`config.mk`:
```
export PLATFORM = sky130hd
export DESIGN_NAME = ucsbece154b_line_fill
export DESIGN_NICKNAME = d
export VERILOG_FILES = /design/src/rtl/ucsbece154b_line_fill.sv
export SDC_FILE = /design/constraint.sdc
export NUM_CORES = 1
export LEC_CHECK = 0
export CAP_MARGIN = 20
export CELL_PAD_IN_SITES_DETAIL_PLACEMENT = 0
export CELL_PAD_IN_SITES_GLOBAL_PLACEMENT = 1
export CORE_ASPECT_RATIO = 1.25
export CORE_MARGIN = 2
export CORE_UTILIZATION = 38
export CTS_CLUSTER_DIAMETER = 100
export DETAILED_ROUTE_END_ITERATION = 8
export PLACE_DENSITY = 0.81
export SKIP_CTS_REPAIR_TIMING = 1
export SLEW_MARGIN = 20
export SYNTH_ARGS = -nofsm -noshare
export SYNTH_HDL_FRONTEND = slang
export SYNTH_SLANG_ARGS = --single-unit
```
`constraint.sdc`:
```
create_clock -name clk_i -period 2.4 [get_ports clk_i]
set_input_delay 0.48 -clock clk_i [delete_from_list [all_inputs] [get_ports clk_i]]
set_output_delay 0.48 -clock clk_i [all_outputs]
set_load 0.01 [all_outputs]
```
`src/rtl/ucsbece154b_line_fill.sv`:
```
// ucsbece154b_line_fill
// Drains BLOCK_WORDS words from a registered-output FIFO after a fill
// request and assembles them into one cache line, critical word first,
// wrapping from the requested word offset. The finished line is offered
// through a valid/ready handshake.
//
// Optional build macro LINEFILL_CWF_EN adds crit_word_o / crit_valid_o,
// which forward the critical word one cycle after it is captured.
module ucsbece154b_line_fill #(
   parameter  int unsigned DATA_WIDTH   = 32,
   parameter  int unsigned BLOCK_WORDS  = 4,
   localparam int unsigned OFFSET_WIDTH = $clog2(BLOCK_WORDS)
) (
   input  logic                              clk_i,
   input  logic                              rst_ni,
   input  logic                              start_i,
   input  logic [OFFSET_WIDTH-1:0]           word_offset_i,
   output logic                              busy_o,
   input  logic [DATA_WIDTH-1:0]             fifo_data_i,
   input  logic                              fifo_valid_i,
   output logic                              fifo_pop_o,
   output logic [DATA_WIDTH*BLOCK_WORDS-1:0] line_o,
   output logic                              line_valid_o,
   input  logic                              line_ready_i
`ifdef LINEFILL_CWF_EN
   ,
   output logic [DATA_WIDTH-1:0]             crit_word_o,
   output logic                              crit_valid_o
`endif
);

   // Counters need one extra bit so they can hold BLOCK_WORDS itself.
   localparam logic [OFFSET_WIDTH:0] BW_CNT   = (OFFSET_WIDTH+1)'(BLOCK_WORDS);
   localparam logic [OFFSET_WIDTH:0] LAST_CNT = (OFFSET_WIDTH+1)'(BLOCK_WORDS - 1);

   typedef enum logic [1:0] {
      IDLE = 2'd0,
      FILL = 2'd1,
      DONE = 2'd2
   } state_t;

   state_t                                    state_q, state_d;
   logic [OFFSET_WIDTH:0]                     issue_cnt_q;
   logic [OFFSET_WIDTH:0]                     recv_cnt_q;
   logic                                      pop_q;
   logic [OFFSET_WIDTH-1:0]                   offset_q;
   logic [BLOCK_WORDS-1:0][DATA_WIDTH-1:0]    line_q;
   logic                                      capture;
   logic                                      accept;
   logic [OFFSET_WIDTH-1:0]                   wr_idx;

   assign line_o = line_q;

   // State register.
   always_ff @(posedge clk_i or negedge rst_ni) begin
      if (!rst_ni) begin
         state_q <= IDLE;
      end else begin
         state_q <= state_d;
      end
   end

   // Next-state decode plus handshake and FIFO pop outputs.
   always_comb begin
      state_d      = state_q;
      busy_o       = 1'b0;
      fifo_pop_o   = 1'b0;
      line_valid_o = 1'b0;
      accept       = 1'b0;
      capture      = 1'b0;
      unique case (state_q)
         IDLE: begin
            if (start_i) begin
               accept  = 1'b1;
               state_d = FILL;
            end
         end
         FILL: begin
            busy_o     = 1'b1;
            fifo_pop_o = fifo_valid_i && (issue_cnt_q < BW_CNT);
            capture    = pop_q;
            if (pop_q && (recv_cnt_q == LAST_CNT)) begin
               state_d = DONE;
            end
         end
         DONE: begin
            busy_o       = 1'b1;
            line_valid_o = 1'b1;
            if (line_ready_i) begin
               state_d = IDLE;
            end
         end
         default: begin
            state_d = IDLE;
         end
      endcase
   end

   // Destination slot wraps naturally in OFFSET_WIDTH bits.
   always_comb begin
      wr_idx = offset_q + recv_cnt_q[OFFSET_WIDTH-1:0];
   end

   // Pop/receive bookkeeping and line assembly.
   always_ff @(posedge clk_i or negedge rst_ni) begin
      if (!rst_ni) begin
         issue_cnt_q <= '0;
         recv_cnt_q  <= '0;
         pop_q       <= 1'b0;
         offset_q    <= '0;
         line_q      <= '0;
      end else begin
         pop_q <= fifo_pop_o && fifo_valid_i;
         if (accept) begin
            offset_q    <= word_offset_i;
            issue_cnt_q <= '0;
            recv_cnt_q  <= '0;
         end
         if (fifo_pop_o) begin
            issue_cnt_q <= issue_cnt_q + 1'b1;
         end
         if (capture) begin
            line_q[wr_idx] <= fifo_data_i;
            recv_cnt_q     <= recv_cnt_q + 1'b1;
         end
      end
   end

`ifdef LINEFILL_CWF_EN
   // Forward the first captured (critical) word with a one-cycle strobe.
   always_ff @(posedge clk_i or negedge rst_ni) begin
      if (!rst_ni) begin
         crit_word_o  <= '0;
         crit_valid_o <= 1'b0;
      end else begin
         crit_valid_o <= capture && (recv_cnt_q == '0);
         if (capture && (recv_cnt_q == '0)) begin
            crit_word_o <= fifo_data_i;
         end
      end
   end
`endif

endmodule

```
==> run summary <==
Outcome - complete, no violations
First-pass GRT wire length - 19800 µm
DIE AREA - 15200 µm²
Leakage - 3.59 nW
Share of cells above drive strength 1 - 33.1%
Fin nets - 558
Synth top area cells - dfrtp_1, mux2_2, ha_1
I/O Buffers - 169
PD cells - 1330 nW/µm²
Register area share after synthesis - 64.5%
Critical-path cell list - inv_1 > ha_1 > clkdlybuf4s50_1
Initial Util - 39.0%
M3 GR Usage - 5.85%
R2r startpoint - recv_cnt_q[0]$_DFFE_PN0P_
Post-Syn Area - 5390 µm²
CP Class - reg -> out
Top-Level Pins - 170
Vias in the first global route - 3708
Max Buffers Root-to-Sink - 2
Final Setup Violations - 0
All-Layer GR Usage - 16.9%
# clock sinks - 139
Fin crit period - 2.24 ns
Final Wtd Congestion - 0.693
Die Span Y - 137 µm
Final Cycle Share - 93.3%
Num CTS Buffers - 17
Initial antenna violation count - 0
First drt pass iteration count - 4
Most common cell after layout, fill and taps aside - clkdlybuf4s50_1
Drt initial violations - 65
VDD IR max - 0.609 mV
Cell taking the most area after synthesis - dfrtp_1
Mapped Nets - 372
Worst clock skew - 0.00468 ns
Clock transition at the registers of the reported paths - 0.06 ns
Largest net degree at the start of global routing - 53
Placement Setup Slack - 0.127 ns
CP endpoint kind - output port
Most Crowded Layer GR - met2
Largest family of logic cells by synthesized area - multiplexers
Warnings from Yosys - 0
DP Wirelength - 8770 µm
Top-area cell type share of the netlist area - 64.5%
Cells after Synth - 324
Clk_lat worst skew - 0.40 ns
Vias after detailed routing - 3353
Grt met2 use - 29.9%
Slew headroom - 66.0%
Die width - 111 µm
Hold Crit Class - in -> async
Synth Area in XOR/XNOR - 0.859%
Worst setup startpoint - state_q[0]$_DFFE_PN0P_
Slowest CP cell - clkdlybuf4s50_1
Simple-gate share of the synthesized area - 1.95%
RSZ-0062 raised after global routing - no
Post-route setup slack - 0.161 ns
Core Footprint - 13800 µm²
Peak Freq - 447 MHz
Max-Cap Viols - 0
Antenna fix cells - 0
WL/cell - 17.6 µm
Avg Cell Area, Syn - 16.6 µm²
CP startpoint kind - register
Highest cell delay on the worst timing path - 0.53 ns
Layout fillers - 1166
Synth Register Bits - 139
CP delay by family, top - buffers and inverters
Worst path bufs/invs - 2
DRC - 0
CTS tree - yes
Count of cell types in the netlist - 22
CP max FO - 4
Compound-Gate Fraction of Synth Area - 0.627%
H-Tree Depth - 4
Post-Route WL - 12300 µm
Post-route ant nets - 0
CTS root buffer - clkbuf_16
Most frequent cells in the layout - clkdlybuf4s50_1, dfrtp_1, mux2_2, clkbuf_16, mux2_1
Via/cell ratio - 4.80
Layout overhead on the synthesized area - 47.2%
Rows - 48
Total Power - 0.0105 W
Met1 usage - 19.0%
Post-synthesis mux area share - 27.8%
Synth Area in Adders - 2.09%
Arrival time at the worst endpoint - 1.76 ns
Final Hold Viols - 0
Required time of the critical path - 1.92 ns
Max-slew violations - 0
Worst Max-Slew Pin Slew - 0.510 ns
Total grt overflow - 0
kinds of logic (layout without fill, tap and decap cells):
family,count (synthesis),in the layout
buffers and inverters,18,217
muxes,133,133
and+or+nand+nor,18,18
AOI/OAI and AO/OA,5,5
adders and majority gates,9,9
DFF,139,139
xor gates and xnor gates,2,2
routing by layer:
| layer | share of wire (%) | up-vias |
|---|---|---|
| met4 | 1.5 | 0 |
| met3 | 6.2 | 12 |
| met1 | 40 | 1715 |
| li1 | - | 1525 |
| met5 | 0 | - |
| met2 | 52 | 101 |
path summary, 6_finish.rpt:
path                       slack (ns)                endpoint  cells past startpoint
hold / removal                   0.03  line_o[67]$_DFFE_PN0P_                      1
setup / recovery                 0.16                  busy_o                      3
setup reg to reg                 0.37  line_o[97]$_DFFE_PN0P_                      5
hold reg to reg                  0.48  line_o[69]$_DFFE_PN0P_                      1
min in group clk_i               0.48  line_o[69]$_DFFE_PN0P_                      1
max in group asynchronous        1.76  line_o[28]$_DFFE_PN0P_                      2
sequential cells by signal, indices dropped and copies added (netlist names):
register,flops
line_o,128
state_q,2
issue_cnt_q,3
pop_q,1
recv_cnt_q,3
offset_q,2
synth_stat cells:
master and n:
dfrtp_1 139, mux2_2 122, mux2_1 10, ha_1 9, nand2_1 7, buf_4 6, inv_1 5, nand3_1 5
buf_2 3, buf_6 3, o21ai_0 3, and3b_1 2, a222oi_1 1, a22o_1 1, clkbuf_1 1, mux2i_1 1
nor2_1 1, nor2_2 1, nor3_2 1, nor3_4 1, xnor3_1 1, xor3_1 1
cell type report:
| type | instances | area (µm²) | area share, % |
|---|---|---|---|
| Sequential cell | 139 | 3480 | 43.9 |
| Multi-Input combinational cell | 167 | 1830 | 23.0 |
| Clock inverter | 14 | 146 | 1.85 |
| Tap cell | 175 | 219 | 2.76 |
| Inverter | 5 | 18.8 | 0.237 |
| Timing Repair Buffer | 180 | 1800 | 22.7 |
| Clock buffer | 18 | 439 | 5.54 |
power breakdown:
part / switching [W] / total [W] / internal [W] / leakage, nW
registers: 0.000545 / 0.00389 / 0.00334 / 1.82
clock network: 0.000998 / 0.00256 / 0.00156 / 0.271
logic: 0.00153 / 0.00410 / 0.00257 / 1.49
total: 0.00307 / 0.0105 / 0.00747 / 3.59
metrics by stage:
step                      std cells  util, %  area, µm²  setup TNS [ns]  hold slack [ns]
after floorplan                 324        -       5390               0            0.184
after global placement          666     53.1       7330               0            0.468
after detailed placement        666     53.1       7330               0            0.474
after CTS                       698     57.3       7920          -0.193           0.0363
after global routing            698     57.4       7930               0           0.0593
final                           698     57.4       7930               0           0.0347
(Power assumes the default switching activity.)
